--- src/rtl/onehot_capture_encoder_pkg.sv ---
// onehot_capture_encoder_pkg: shared state/classification types, pin map and one-hot helpers
package onehot_capture_encoder_pkg;
    typedef enum logic [1:0] {IDLE = 2'd0, ACTIVE = 2'd1, HELD = 2'd2} state_t;
    typedef enum logic [1:0] {CLS_ZERO = 2'd0, CLS_ONE = 2'd1, CLS_MULTI = 2'd2} cls_t;
    localparam int PIN_CLK = 0;
    localparam int PIN_RST = 1;
    localparam int PIN_LINE_LO = 2;
    localparam int PIN_ACK = 6;
    localparam int PIN_HOLD = 7;
    localparam int OUT_VALID = 2;
    localparam int OUT_ERR = 3;
    localparam int OUT_CNT_LO = 4;
    function automatic cls_t classify(input logic [3:0] v);
        return v == 4'd0 ? CLS_ZERO : (v & (v - 4'd1)) == 4'd0 ? CLS_ONE : CLS_MULTI;
    endfunction
    function automatic logic [1:0] onehot_idx(input logic [3:0] v);
        return v[3] ? 2'd3 : v[2] ? 2'd2 : v[1] ? 2'd1 : 2'd0;
    endfunction
endpackage

--- src/rtl/onehot_capture_encoder_sync_debounce.sv ---
// sync_debounce: 2-flop synchroniser followed by a stability filter of STABLE_CYCLES matching samples
module sync_debounce #(
    parameter int W = 4,
    parameter int STABLE_CYCLES = 2
) (
    input  logic         clk,
    input  logic         rst,
    input  logic [W-1:0] d,
    output logic [W-1:0] deb
);
    localparam logic [3:0] MAX = 4'(STABLE_CYCLES);
    logic [W-1:0] s1, s2, prev;
    logic [3:0] cnt;
    always_ff @(posedge clk) begin
        if (rst) begin
            s1 <= '0;
            s2 <= '0;
            prev <= '0;
            cnt <= '0;
            deb <= '0;
        end else begin
            s1 <= d;
            s2 <= s1;
            prev <= s2;
            cnt <= s2 != prev ? 4'd0 : cnt == MAX ? cnt : cnt + 4'd1;
            if (s2 == prev && cnt == MAX - 4'd1) deb <= s2;
        end
    end
endmodule

--- src/rtl/onehot_capture_encoder.sv ---
// onehot_capture_encoder: recovers the 2-bit index from four async one-hot lines with hold/ack and sticky error
module onehot_capture_encoder
    import onehot_capture_encoder_pkg::*;
#(
    parameter int STABLE_CYCLES = 2
) (
    input  logic [7:0] io_in,
    output logic [7:0] io_out
);
    logic clk, rst;
    logic [3:0] deb;
    logic ack_s1, ack_s, ack_s_d, hold_s1, hold_s, ack_rise;
    state_t state, state_n;
    logic [1:0] code, code_n, idx;
    logic [3:0] cnt, cnt_n;
    logic valid, err, err_n;
    cls_t cls;
    assign clk = io_in[PIN_CLK];
    assign rst = io_in[PIN_RST];
    sync_debounce #(.W(4), .STABLE_CYCLES(STABLE_CYCLES)) u_deb (
        .clk(clk),
        .rst(rst),
        .d(io_in[PIN_LINE_LO +: 4]),
        .deb(deb)
    );
    always_ff @(posedge clk) begin
        if (rst) begin
            {ack_s1, ack_s, ack_s_d, hold_s1, hold_s} <= '0;
        end else begin
            ack_s1 <= io_in[PIN_ACK];
            ack_s <= ack_s1;
            ack_s_d <= ack_s;
            hold_s1 <= io_in[PIN_HOLD];
            hold_s <= hold_s1;
        end
    end
    assign ack_rise = ack_s & ~ack_s_d;
    assign cls = classify(deb);
    assign idx = onehot_idx(deb);
    // A multi-hot pattern freezes everything but err; setting err beats an ack clearing it
    always_comb begin
        state_n = state;
        code_n = code;
        cnt_n = cnt;
        err_n = cls == CLS_MULTI ? 1'b1 : err & ~ack_rise;
        if (cls != CLS_MULTI) begin
            case (state)
                IDLE: if (cls == CLS_ONE) begin
                    state_n = hold_s ? HELD : ACTIVE;
                    code_n = idx;
                    cnt_n = cnt + 4'd1;
                end
                ACTIVE: if (hold_s) state_n = HELD;
                else if (cls == CLS_ZERO) state_n = IDLE;
                else if (idx != code) begin
                    code_n = idx;
                    cnt_n = cnt + 4'd1;
                end
                HELD: if (ack_rise) state_n = IDLE;
                default: state_n = IDLE;
            endcase
        end
    end
    always_ff @(posedge clk) begin
        if (rst) begin
            state <= IDLE;
            code <= '0;
            cnt <= '0;
            err <= 1'b0;
            valid <= 1'b0;
        end else begin
            state <= state_n;
            code <= code_n;
            cnt <= cnt_n;
            err <= err_n;
            valid <= state_n != IDLE;
        end
    end
    assign io_out[1:0] = code;
    assign io_out[OUT_VALID] = valid;
    assign io_out[OUT_ERR] = err;
    assign io_out[OUT_CNT_LO +: 4] = cnt;
endmodule
--- config.mk ---
export PLATFORM = sky130hd
export DESIGN_NAME = onehot_capture_encoder
export DESIGN_NICKNAME = d
export VERILOG_FILES = /design/src/rtl/onehot_capture_encoder_pkg.sv /design/src/rtl/onehot_capture_encoder_sync_debounce.sv /design/src/rtl/onehot_capture_encoder.sv
export SDC_FILE = /design/constraint.sdc
export NUM_CORES = 1
export LEC_CHECK = 0
export CAP_MARGIN = 25
export CORE_MARGIN = 2
export CORE_UTILIZATION = 40
export CTS_CLUSTER_DIAMETER = 60
export DETAILED_ROUTE_END_ITERATION = 16
export GPL_TIMING_DRIVEN = 0
export PLACE_DENSITY = 0.61
export SLEW_MARGIN = 20
export SYNTH_ARGS = -nofsm -noshare
export SYNTH_HDL_FRONTEND = slang
export SYNTH_SLANG_ARGS = --single-unit
--- constraint.sdc ---
create_clock -name io_in -period 4.7 [get_ports io_in]
set_input_delay 1.41 -clock io_in [delete_from_list [all_inputs] [get_ports io_in]]
set_output_delay 1.41 -clock io_in [all_outputs]
set_load 0.03 [all_outputs]
* Word-level counts from Yosys, hierarchy flattened
Index checks and enable logic that the tools add are counted.
Operators by class: add/subtract/negate cells 3, equality and inequality tests 14, mux-type cells 23, bitwise operators 5, reduce and logical (&&, ||, !) cells 9
Operator list (count):
- 2-bit 2-to-1 mux | 14
- 4-bit 2-to-1 mux | 4
- 2-bit inequality test (second input constant) | 5
- 4-bit by 1-bit adder with 4-bit output (second input constant) | 2
- 4-bit logical NOT | 2
- 4-bit one-hot mux with 2 select lines | 1
- 2-bit one-hot mux with 3 select lines | 1
- 6-bit AND reduction | 1
- 4-bit bitwise AND | 1
- 2-bit by 1-bit == test with 1-bit output (second input constant) | 2
- 2-bit == test (second input constant) | 2
- 4-bit by 1-bit == test with 1-bit output (second input constant) | 1
- 4-bit by 2-bit == test with 1-bit output (second input constant) | 1
- 4-bit == test | 1
- 2-bit logical NOT | 2
- 4-bit inequality test | 1
- 2-bit one-hot mux with 2 select lines | 1
- 2-bit nonzero test | 2
- 4-bit by 1-bit subtractor with 4-bit output (second input constant) | 1
- 1-bit bitwise AND | 2
- 1-bit 2-to-1 mux | 2
- 2-bit inequality test | 1
- 1-bit inverter | 2
- 2-bit OR reduction | 1
- 1-bit logical AND | 1
Storage, ports and cells: bits in registers 35, input bits 8, output and inout bits 8, logic and storage cells 69

* Depth between registers and ports, before layout
depth in word-level cells 11, depth in mapped cells 6, gate-level depth less buffers 5

* By module
A second synthesis with hierarchy kept.
Second synthesis, totals: cells, all modules 141, area, all modules 1433.9 um2
Modules (own cells, without submodules):
- sync_debounce | instances 1, cells an instance 65, area an instance 723.2 um2, seq. area each 400.4 um2
- onehot_capture_encoder | instances 1, cells an instance 76, area an instance 710.7 um2, seq. area each 300.3 um2

* Worst setup path after synthesis
Ideal clock, no wire load.
path type register to output, start point register code[0], end point output io_out[0], data arrival time 529 ps, required time 3290 ps, slack 2761 ps, stages on the path, launching flop included 1, path buffers 0, cell sequence dfxtp_1
RTL lines:
- start: declaration | line onehot_capture_encoder.sv:14 | logic [1:0] code, code_n, idx;
- start signal: assignment | line onehot_capture_encoder.sv:73 | code <= code_n;
- end: declaration | line onehot_capture_encoder.sv:8 | output logic [7:0] io_out
No word-level cell between the ends.

==> results.cfg <==
[clock_network]
hold_buffers = 0
cts_resized = 0
path_clk_slew_ns = 0.11
cts_tree = yes
cts_setup_buffers = 0
clk-insertion-delay-late_ns = 0.34

[yosys]
synthDistinctLibCells = 35
synth-seq-cells = 35
netlist.area_leader.share = 0.481
synthArstFlopShare = 0
syn-num-nets = 161
synthTopCellsByCount = dfxtp_1, nor2b_1, nor2_1, inv_1, xor2_1
synth-seq-area-share = 0.481
synth.avg_cell_area_sq_um = 9.78
yosysWarnings = 0
synth_edf_count = 0
synth_most_common_cell = dfxtp_1
synth_ff_type = dfxtp_1
synthCells = 149
synth_top_cell_by_area = dfxtp_1
synth.area.top_cells = dfxtp_1, nor2b_1, nor2_1
netlist_area_sq_um = 1460

[cells_and_area]
antenna_cells = 0
layout.nets = 194
drive_gt1_frac = 0.196
area_growth_pct = 27.7

[critical_path]
worstSetupStartpoint = io_in[1]
critPathKind = clk2reg
cp.required_ns = 4.98
endpoint = valid
cp-start-kind = clock port
worstReg2RegEnd = valid
crit_fanout = 3
r2r_start = u_deb.deb[2]
reg2reg_slack_ns = 2.78
cp-end-kind = register
worst-endpoint-arrival_ns = 3.26
reg2reg_depth = 8

[sta]
hold_violations = 6
slew_violations = 0
tns_ns = 0
setup_viol = 0
fin_worst_skew_ns = 0.00993
rsz0062_at_grt = false
timing.hold.ws_ns = -0.215
maxSlewHeadroom = 0.658
tightest_slew_ns = 0.509

[outcome]
violations = negative hold slack
status = complete, but fails checks

[power]
swShare = 0.304
vdd_drop_max_mv = 0.307
power_switching_w = 0.000336
power_density_nw_per_um2 = 593
clkPwrFrac = 0.700
p_int_w = 0.000769
p_comb_frac = 0
p_leak_nw = 0.781
seq_power_share = 0.300

[floorplanning]
dieArea_sq_um = 4140
die_w_um = 64.4
core_area_sq_um = 3420
start_util = 0.427
die_h_um = 64.4
io_pins = 16
num_rows = 21

[placement]
hpwl_um = 1680
gp_congestion = 0.776
port_buffers = 8

[route]
viasPerCell = 4.87
drt-initial-drc-count = 35
post-route-drc-count = 0
drt_first_pass_iters = 4
vias = 1145
wl_per_cell_um = 11.5
ant_nets = 0
routed_wl_um = 2690

[global_route]
groute.usage.overall = 0.165
grt_max_degree = 13
antenna_found_initial = 0
grt_pass1_wl_um = 4730
overflow = 0
grt_pass1_vias = 1436

[run]
cap_viol_max_count = 0

[worst_hold_path]
hp-class = clk2reg
[critical path: stages]
cell and delay [ns]:
clkbuf_4 0.11, clkbuf_4 0.14, a221oi_1 0.24, clkbuf_4 0.21
clkbuf_4 0.12, o21bai_1 0.09
[flip-flops by register name, summed over array words and instances (netlist names), 2 cells and up]
name,cells
u_deb.s2,4
code,2
cnt,4
state,2
u_deb.deb,4
u_deb.s1,4
u_deb.prev,4
u_deb.cnt,4
[layout make-up]
cell class	count	area, sq um
sequential	35	701
buffer	8	56.3
timing repair buffer	8	80.1
multi-input combinational	99	674
inverter	7	26.3
clock buffer	26	184
fill	320	1550
tap	46	57.6
clock inverter	6	82.6
[through the flow]
| step | power, W | instances | worst slack (ns) | util | area (sq um) |
|---|---|---|---|---|---|
| CTS | 0.00115 | 235 | 1.67 | 0.545 | 1860 |
| floorplan | 0.000530 | 149 | 1.94 | - | 1460 |
| global placement | 0.000530 | 203 | 1.94 | 0.467 | 1600 |
| global route | 0.00120 | 235 | 1.67 | 0.545 | 1860 |
| detailed placement | 0.000530 | 203 | 1.94 | 0.467 | 1600 |
| finish | 0.00110 | 235 | 1.72 | 0.545 | 1860 |
[routing by layer]
metal	vias to the layer above	track usage	wire (um)
li1	567	-	-
met1	507	0.114	1070
met2	55	0.171	1270
met3	16	0.176	219
met4	0	0.293	136
met5	-	0	0
[kinds of logic (layout without fill, tap and decap cells)]
family                   after synthesis  in the layout  share of synthesized area
AO/OA/AOI/OAI                         19             19                     0.0919
XOR/XNOR                              10             10                     0.0601
adder cells (fa/ha/maj)                5              5                     0.0412
buffers and inverters                 15             55                     0.0567
flip-flops                            35             35                      0.481
multiplexers                           6              6                     0.0412
AND/OR/NAND/NOR                       59             59                      0.228
[how the worst min path moves through the flow]
stage / from / end / slack (ns) / cells past startpoint
2_1_floorplan: io_in[1] / state[1] / 0.09 / 1
3_3_place_gp: io_in[1] / state[1] / 0.09 / 1
3_5_place_dp: io_in[1] / state[1] / 0.09 / 1
4_1_cts: io_in[7] / hold_s1 / -0.23 / 1
5_1_grt: io_in[3] / u_deb.s1[1] / -0.25 / 1
6_report: io_in[7] / hold_s1 / -0.22 / 1
[power by group through the flow]
stage	Sequential, W	Combinational (W)	Clock (W)
floorplan	0.000341	0.000000000240	0.000188
global placement	0.000341	0.000000000267	0.000188
detailed placement	0.000341	0.000000000267	0.000188
CTS	0.000332	0.000000000267	0.000813
global route	0.000332	0.000000000267	0.000870
finish	0.000332	0.000000000267	0.000773
[cell usage in the layout (no fill, tap or decap), types with 6 or more instances in the layout]
cell type	n
inv_1	7
clkdlybuf4s50_1	8
mux2i_1	6
xor2_1	7
clkbuf_1	6
nor2_1	17
nor2b_1	18
a21oi_1	6
clkbuf_4	23
dfxtp_1	35
Note: power is estimated with default switching activity, not from simulation.
